`src/rtl/fetch_stage.sv`:
```
// fetch_stage: instruction-fetch front end of the single-issue RV32 core.
// Owns the PC, issues one word fetch at a time over a req/rsp handshake,
// and hands {instr, pc, pc+4} to decode through a one-entry slot backed
// by a one-entry hold buffer. Redirects kill wrong-path fetches.
module fetch_stage #(
    parameter logic [31:0] RESET_PC = 32'h0000_0000,
    parameter int          XLEN     = 32
) (
    input  logic            clk,
    input  logic            rst_n,
    output logic            imem_req_valid,
    input  logic            imem_req_ready,
    output logic [XLEN-1:0] imem_req_addr,
    input  logic            imem_rsp_valid,
    input  logic [XLEN-1:0] imem_rsp_data,
    input  logic            redirect_valid,
    input  logic [XLEN-1:0] redirect_target,
    output logic            instr_valid,
    input  logic            instr_ready,
    output logic [XLEN-1:0] instr,
    output logic [XLEN-1:0] instr_pc,
    output logic [XLEN-1:0] instr_pc_plus4
);

    typedef enum logic [1:0] {
        ST_BOOT  = 2'd0,
        ST_FETCH = 2'd1,
        ST_WAIT  = 2'd2,
        ST_HOLD  = 2'd3
    } state_t;

    state_t          state_r;
    state_t          state_nxt_s;
    logic [XLEN-1:0] pc_r;
    logic [XLEN-1:0] inflight_pc_r;
    logic            drop_r;
    logic [XLEN-1:0] hold_instr_r;
    logic [XLEN-1:0] hold_pc_r;
    logic            instr_valid_r;
    logic [XLEN-1:0] instr_r;
    logic [XLEN-1:0] instr_pc_r;
    logic [XLEN-1:0] instr_pc_plus4_r;
    logic            req_valid_s;

    // Redirects are only honoured once the FSM has left BOOT.
    logic            redirect_s;
    logic            req_fire_s;
    logic            rsp_s;
    logic            slot_free_s;
    logic            rsp_keep_s;
    logic            load_rsp_s;
    logic            load_hold_s;
    logic            consume_s;
    logic [XLEN-1:0] redirect_pc_s;
    logic [XLEN-1:0] inflight_plus4_s;

    assign redirect_s       = redirect_valid && (state_r != ST_BOOT);
    assign req_fire_s       = (state_r == ST_FETCH) && imem_req_ready;
    assign rsp_s            = (state_r == ST_WAIT) && imem_rsp_valid;
    assign slot_free_s      = !instr_valid_r || instr_ready;
    assign rsp_keep_s       = rsp_s && !drop_r && !redirect_s;
    assign load_rsp_s       = rsp_keep_s && slot_free_s;
    assign load_hold_s      = (state_r == ST_HOLD) && instr_ready && !redirect_s;
    assign consume_s        = instr_valid_r && instr_ready && !redirect_s;
    assign redirect_pc_s    = redirect_target & 32'hFFFF_FFFC;
    assign inflight_plus4_s = inflight_pc_r + 32'd4;

    // FSM state register.
    always_ff @(posedge clk or negedge rst_n) begin
        if (!rst_n) begin
            state_r <= ST_BOOT;
        end else begin
            state_r <= state_nxt_s;
        end
    end

    // FSM next-state logic; a redirect never changes whether a request was
    // accepted, it only decides the fate of the returning data.
    always_comb begin
        state_nxt_s = state_r;
        case (state_r)
            ST_BOOT: begin
                state_nxt_s = ST_FETCH;
            end
            ST_FETCH: begin
                if (imem_req_ready) begin
                    state_nxt_s = ST_WAIT;
                end else begin
                    state_nxt_s = ST_FETCH;
                end
            end
            ST_WAIT: begin
                if (!imem_rsp_valid) begin
                    state_nxt_s = ST_WAIT;
                end else if (redirect_s || drop_r || slot_free_s) begin
                    state_nxt_s = ST_FETCH;
                end else begin
                    state_nxt_s = ST_HOLD;
                end
            end
            ST_HOLD: begin
                if (redirect_s || instr_ready) begin
                    state_nxt_s = ST_FETCH;
                end else begin
                    state_nxt_s = ST_HOLD;
                end
            end
            default: begin
                state_nxt_s = ST_BOOT;
            end
        endcase
    end

    // FSM output decode: a request is offered only while in FETCH.
    always_comb begin
        req_valid_s = 1'b0;
        case (state_r)
            ST_FETCH: req_valid_s = 1'b1;
            default:  req_valid_s = 1'b0;
        endcase
    end

    // Next fetch address: redirect wins, otherwise advance past each kept response.
    always_ff @(posedge clk or negedge rst_n) begin
        if (!rst_n) begin
            pc_r <= RESET_PC;
        end else if (redirect_s) begin
            pc_r <= redirect_pc_s;
        end else if (rsp_keep_s) begin
            pc_r <= inflight_plus4_s;
        end
    end

    // Address of the outstanding request, captured on acceptance.
    always_ff @(posedge clk or negedge rst_n) begin
        if (!rst_n) begin
            inflight_pc_r <= RESET_PC;
        end else if (req_fire_s) begin
            inflight_pc_r <= pc_r;
        end
    end

    // Drop flag: marks the outstanding response as wrong-path.
    always_ff @(posedge clk or negedge rst_n) begin
        if (!rst_n) begin
            drop_r <= 1'b0;
        end else if (redirect_s) begin
            // Only a request still in flight after this edge needs killing.
            drop_r <= req_fire_s || ((state_r == ST_WAIT) && !imem_rsp_valid);
        end else if (rsp_s) begin
            drop_r <= 1'b0;
        end
    end

    // Hold buffer: parks a response that arrives while decode is stalled.
    // Its valid bit is implied by the FSM being in HOLD.
    always_ff @(posedge clk or negedge rst_n) begin
        if (!rst_n) begin
            hold_instr_r <= 32'h0000_0000;
            hold_pc_r    <= 32'h0000_0000;
        end else if (rsp_keep_s && !slot_free_s) begin
            hold_instr_r <= imem_rsp_data;
            hold_pc_r    <= inflight_pc_r;
        end
    end

    // Decode slot: load from memory or hold, otherwise empty on consume/redirect.
    always_ff @(posedge clk or negedge rst_n) begin
        if (!rst_n) begin
            instr_valid_r    <= 1'b0;
            instr_r          <= 32'h0000_0000;
            instr_pc_r       <= 32'h0000_0000;
            instr_pc_plus4_r <= 32'h0000_0004;
        end else if (redirect_s) begin
            instr_valid_r    <= 1'b0;
        end else if (load_rsp_s) begin
            instr_valid_r    <= 1'b1;
            instr_r          <= imem_rsp_data;
            instr_pc_r       <= inflight_pc_r;
            instr_pc_plus4_r <= inflight_plus4_s;
        end else if (load_hold_s) begin
            // In HOLD the PC was already advanced to hold_pc+4.
            instr_valid_r    <= 1'b1;
            instr_r          <= hold_instr_r;
            instr_pc_r       <= hold_pc_r;
            instr_pc_plus4_r <= pc_r;
        end else if (consume_s) begin
            instr_valid_r    <= 1'b0;
        end
    end

    assign imem_req_valid = req_valid_s;
    assign imem_req_addr  = pc_r;
    assign instr_valid    = instr_valid_r;
    assign instr          = instr_r;
    assign instr_pc       = instr_pc_r;
    assign instr_pc_plus4 = instr_pc_plus4_r;

endmodule
```
`config.mk`:
```
export PLATFORM = sky130hd
export DESIGN_NAME = fetch_stage
export DESIGN_NICKNAME = d
export VERILOG_FILES = /design/src/rtl/fetch_stage.sv
export SDC_FILE = /design/constraint.sdc
export NUM_CORES = 1
export LEC_CHECK = 0
export BUFFER_PORTS_ARGS = -buffer_cell sky130_fd_sc_hd__buf_2
export CORE_UTILIZATION = 40
export CTS_CLUSTER_DIAMETER = 60
export DETAILED_ROUTE_END_ITERATION = 6
export GPL_TIMING_DRIVEN = 0
export MAX_ROUTING_LAYER = met4
export SETUP_SLACK_MARGIN = 0.15
export SYNTH_ARGS = -nofsm -noshare
export SYNTH_HDL_FRONTEND = slang
export SYNTH_SLANG_ARGS = --single-unit
```
`constraint.sdc`:
```
create_clock -name clk -period 2.85 [get_ports clk]
set_clock_uncertainty 0.05 [all_clocks]
set_input_delay 0.57 -clock clk [delete_from_list [all_inputs] [get_ports clk]]
set_output_delay 0.57 -clock clk [all_outputs]
set_load 0.05 [all_outputs]
```
==> metrics.md <==
| Metric | Value |
|---|---|
| Tot Pwr | 15.5 mW |
| Pins Over Slew Limit | 0 |
| Headroom to the max-slew limit | 43.8% |
| RSZ-0062 raised after global routing | true |
| Leading register cell type out of synthesis | dfrtp_1 |
| FF-to-FF path depth | 6 |
| Critical path origin | state_r[1] |
| Share of layout cells above drive strength 1 | 30.1% |
| Post-synthesis sequential area ratio | 57.0% |
| Vias post-DR | 8,166 |
| P_leak | 5.89 nW |
| Comb pwr share | 44.2% |
| Post-route ant nets | 0 |
| WP data required | 3.22 ns |
| Final WL | 29,800 um |
| Clock root buffer master | clkbuf_16 |
| GRT Overall Usage | 24.1% |
| Place WS | -0.270 ns |
| Met1 Usage GRT | 33.4% |
| DR WL/cell | 19.7 um |
| Dominant cell by count in the synthesized netlist | dfrtp_1 |
| Initial antenna violation count | 0 |
| First-pass GRT wire length | 46,500 um |
| Class of the worst hold path | input pin to asynchronous set/reset pin |
| 1st-iter DRT viols | 634 |
| Clock sinks | 228 |
| FF+latch count, synth | 228 |
| Initial Util | 40.9% |
| Clock Path Buffers | 3 |
| Die area | 25,700 sq um |
| Syn_area_per_cell | 10.6 sq um |
| Flop pwr share | 34.4% |
| Number of library cell types mapped by synthesis | 52 |
| Post-synth top cells | dfrtp_1, nand2_1, nor2_1 |
| Routability cong. | 0.835 |
| Synthesis-to-finish area growth | 23.0% |
| Final hold violation count | 0 |
| Crit Reg-Reg Startpoint | state_r[1] |
| Placed inst area | 11,400 sq um |
| Postcts setup bufs | 0 |
| Hold_buf cts | 0 |
| Fin crit period | 2.60 ns |
| Num CTS Buffers | 27 |
| Setup violations, final | 0 |
| Final period utilization | 91.3% |
| Fin Hold WS | 0.0234 ns |
| Clk_lat worst skew | 0.54 ns |
| Core footprint | 24,500 sq um |
| Async S/R FF share, synth | 100% |
| Max VDD drop | 0.000734 V |
| Vias in the first global route | 8,057 |
| Crit. End Element | flop |
| Total grt overflow | 0 |
| Die Height | 160 um |
| Status | finished clean |
| Met3 Usage GRT | 3.97% |
| Setup WS post-layout | 0.248 ns |
| Max-capacitance violation count | 0 |
| Quantity of gates resized following cts | 3 |
| Clk pwr share | 21.4% |
| Worst setup path class | flop to flop |
| Nets@finish | 1,242 |
| Post-Syn Area | 10,000 sq um |
| Routing usage on met2 | 36.5% |
| CP arrival | 2.97 ns |
| Cell area after layout | 12,300 sq um |
| Rows | 57 |
| Worst Tran Pin Value | 0.843 ns |
| Sw frac | 47.5% |
| P_sw | 7.36 mW |
| Post-Synthesis Cells | 944 |
| Routed vias/inst | 5.39 |
| Die Wd | 160 um |
| Power Internal | 8.14 mW |
| PortBufs | 197 |
| Mapped Nets | 1,015 |
| Dominant cell type by area after synthesis | dfrtp_1 |
| Area contributors post-synth | dfrtp_1, mux2_2, nand2_1, nor2_1, a31oi_1 |
| Pin count of the biggest net entering global routing | 120 |
| Startpoint type of the worst setup path | flop |
| EDFF count, synth | 0 |
| TritonCTS clock tree | yes |
| Grt peak-use layer | met2 |
| PD cells | 1260 nW/um^2 |
| FMAX | 0.384 GHz |
| Drt first pass iters | 5 |
| Detail Placement HPWL | 20,900 um |
| Crit path max fanout | 10 |
| H-tree depth | 1 |
| Aggregate negative setup slack | 0 ns |
| Clk slew on worst S/H paths | 0.06 ns |
| Total of warnings raised by yosys | 0 |
| I/O pins | 200 |
| Share of the synthesized area in the top cell type | 56.7% |
| Drc violations | 0 |
==> critical path: stages (launching register included) <==
cell,delay [ns]
dfrtp_1,0.35
buf_2,0.17
o21ai_1,0.48
nand2_1,0.31
nor2_4,0.38
buf_2,0.36
mux2_2,0.37
==> logic make-up after synthesis <==
logic type | after synthesis | synth area share, %
compound gates | 186 | 11.4
xor+xnor | 25 | 2.19
fa+ha+maj | 1 | 0.125
buf+inv | 75 | 3.06
flops | 228 | 57.0
mux | 107 | 11.9
simple gates | 322 | 14.3
==> state kept, by name, indices dropped and copies added, names as in the netlist <==
name / cells
instr_pc_plus4: 32
drop_r: 1
instr_pc: 32
hold_pc_r: 32
hold_instr_r: 32
instr_valid: 1
state_r: 2
imem_req_addr: 32
instr: 32
inflight_pc_r: 32
==> metrics by stage <==
stage | std cells | util (%)
after detailed placement | 1466 | 46.8
after global placement | 1465 | 46.6
after global routing | 1515 | 50.3
after floorplan | 944 | -
after CTS | 1515 | 50.3
final | 1516 | 50.3
==> cell type report <==
cell class	count	area, sq um
Timing Repair Buffer	198	1020
Multi-Input combinational cell	641	4020
Sequential cell	228	5710
Antenna cell	1	2.50
Clock buffer	40	764
Tap cell	324	405
Clock inverter	9	82.6
Inverter	6	22.5
Fill cell	2277	12100
Buffer	69	288
==> layer usage <==
| metal | up-vias | wire, um | share of wire (%) |
|---|---|---|---|
| met3 | 62 | 1880 | 6.3 |
| met5 | - | 0 | 0 |
| met4 | 0 | 739 | 2.5 |
| met1 | 4003 | 13600 | 46 |
| li1 | 3802 | - | - |
| met2 | 299 | 13600 | 46 |
==> power groups by stage <==
stage               Clock, mW  Combinational (mW)  Sequential [mW]
finish                   3.31                6.86             5.34
CTS                      3.38                6.88             5.33
global placement            0                6.80             5.35
global route             3.51                7.26             5.48
floorplan                   0                2.13             8.13
detailed placement          0                6.85             5.38
==> cell usage in the layout, fill, tap and decap left out, drive strengths merged, types with 12 or more instances in the layout <==
cell      n
dfrtp   227
buf     215
nand2   130
nor2    116
mux2     96
clkbuf   92
a31oi    44
o22ai    40
o21ai    40
a21oi    29
nand3    17
xnor2    16
and3     13
a22oi    12
==> final timing paths <==
path	endpoint	slack, ns
max	hold_pc_r[21]	0.25
max in group asynchronous	instr_pc_plus4[20]	1.63
min	instr[5]	0.02
min reg2reg	hold_pc_r[12]	0.44
min in group clk	imem_req_addr[7]	0.19
max reg2reg	hold_pc_r[21]	0.25
Note: power is estimated with default switching activity, not from simulation.
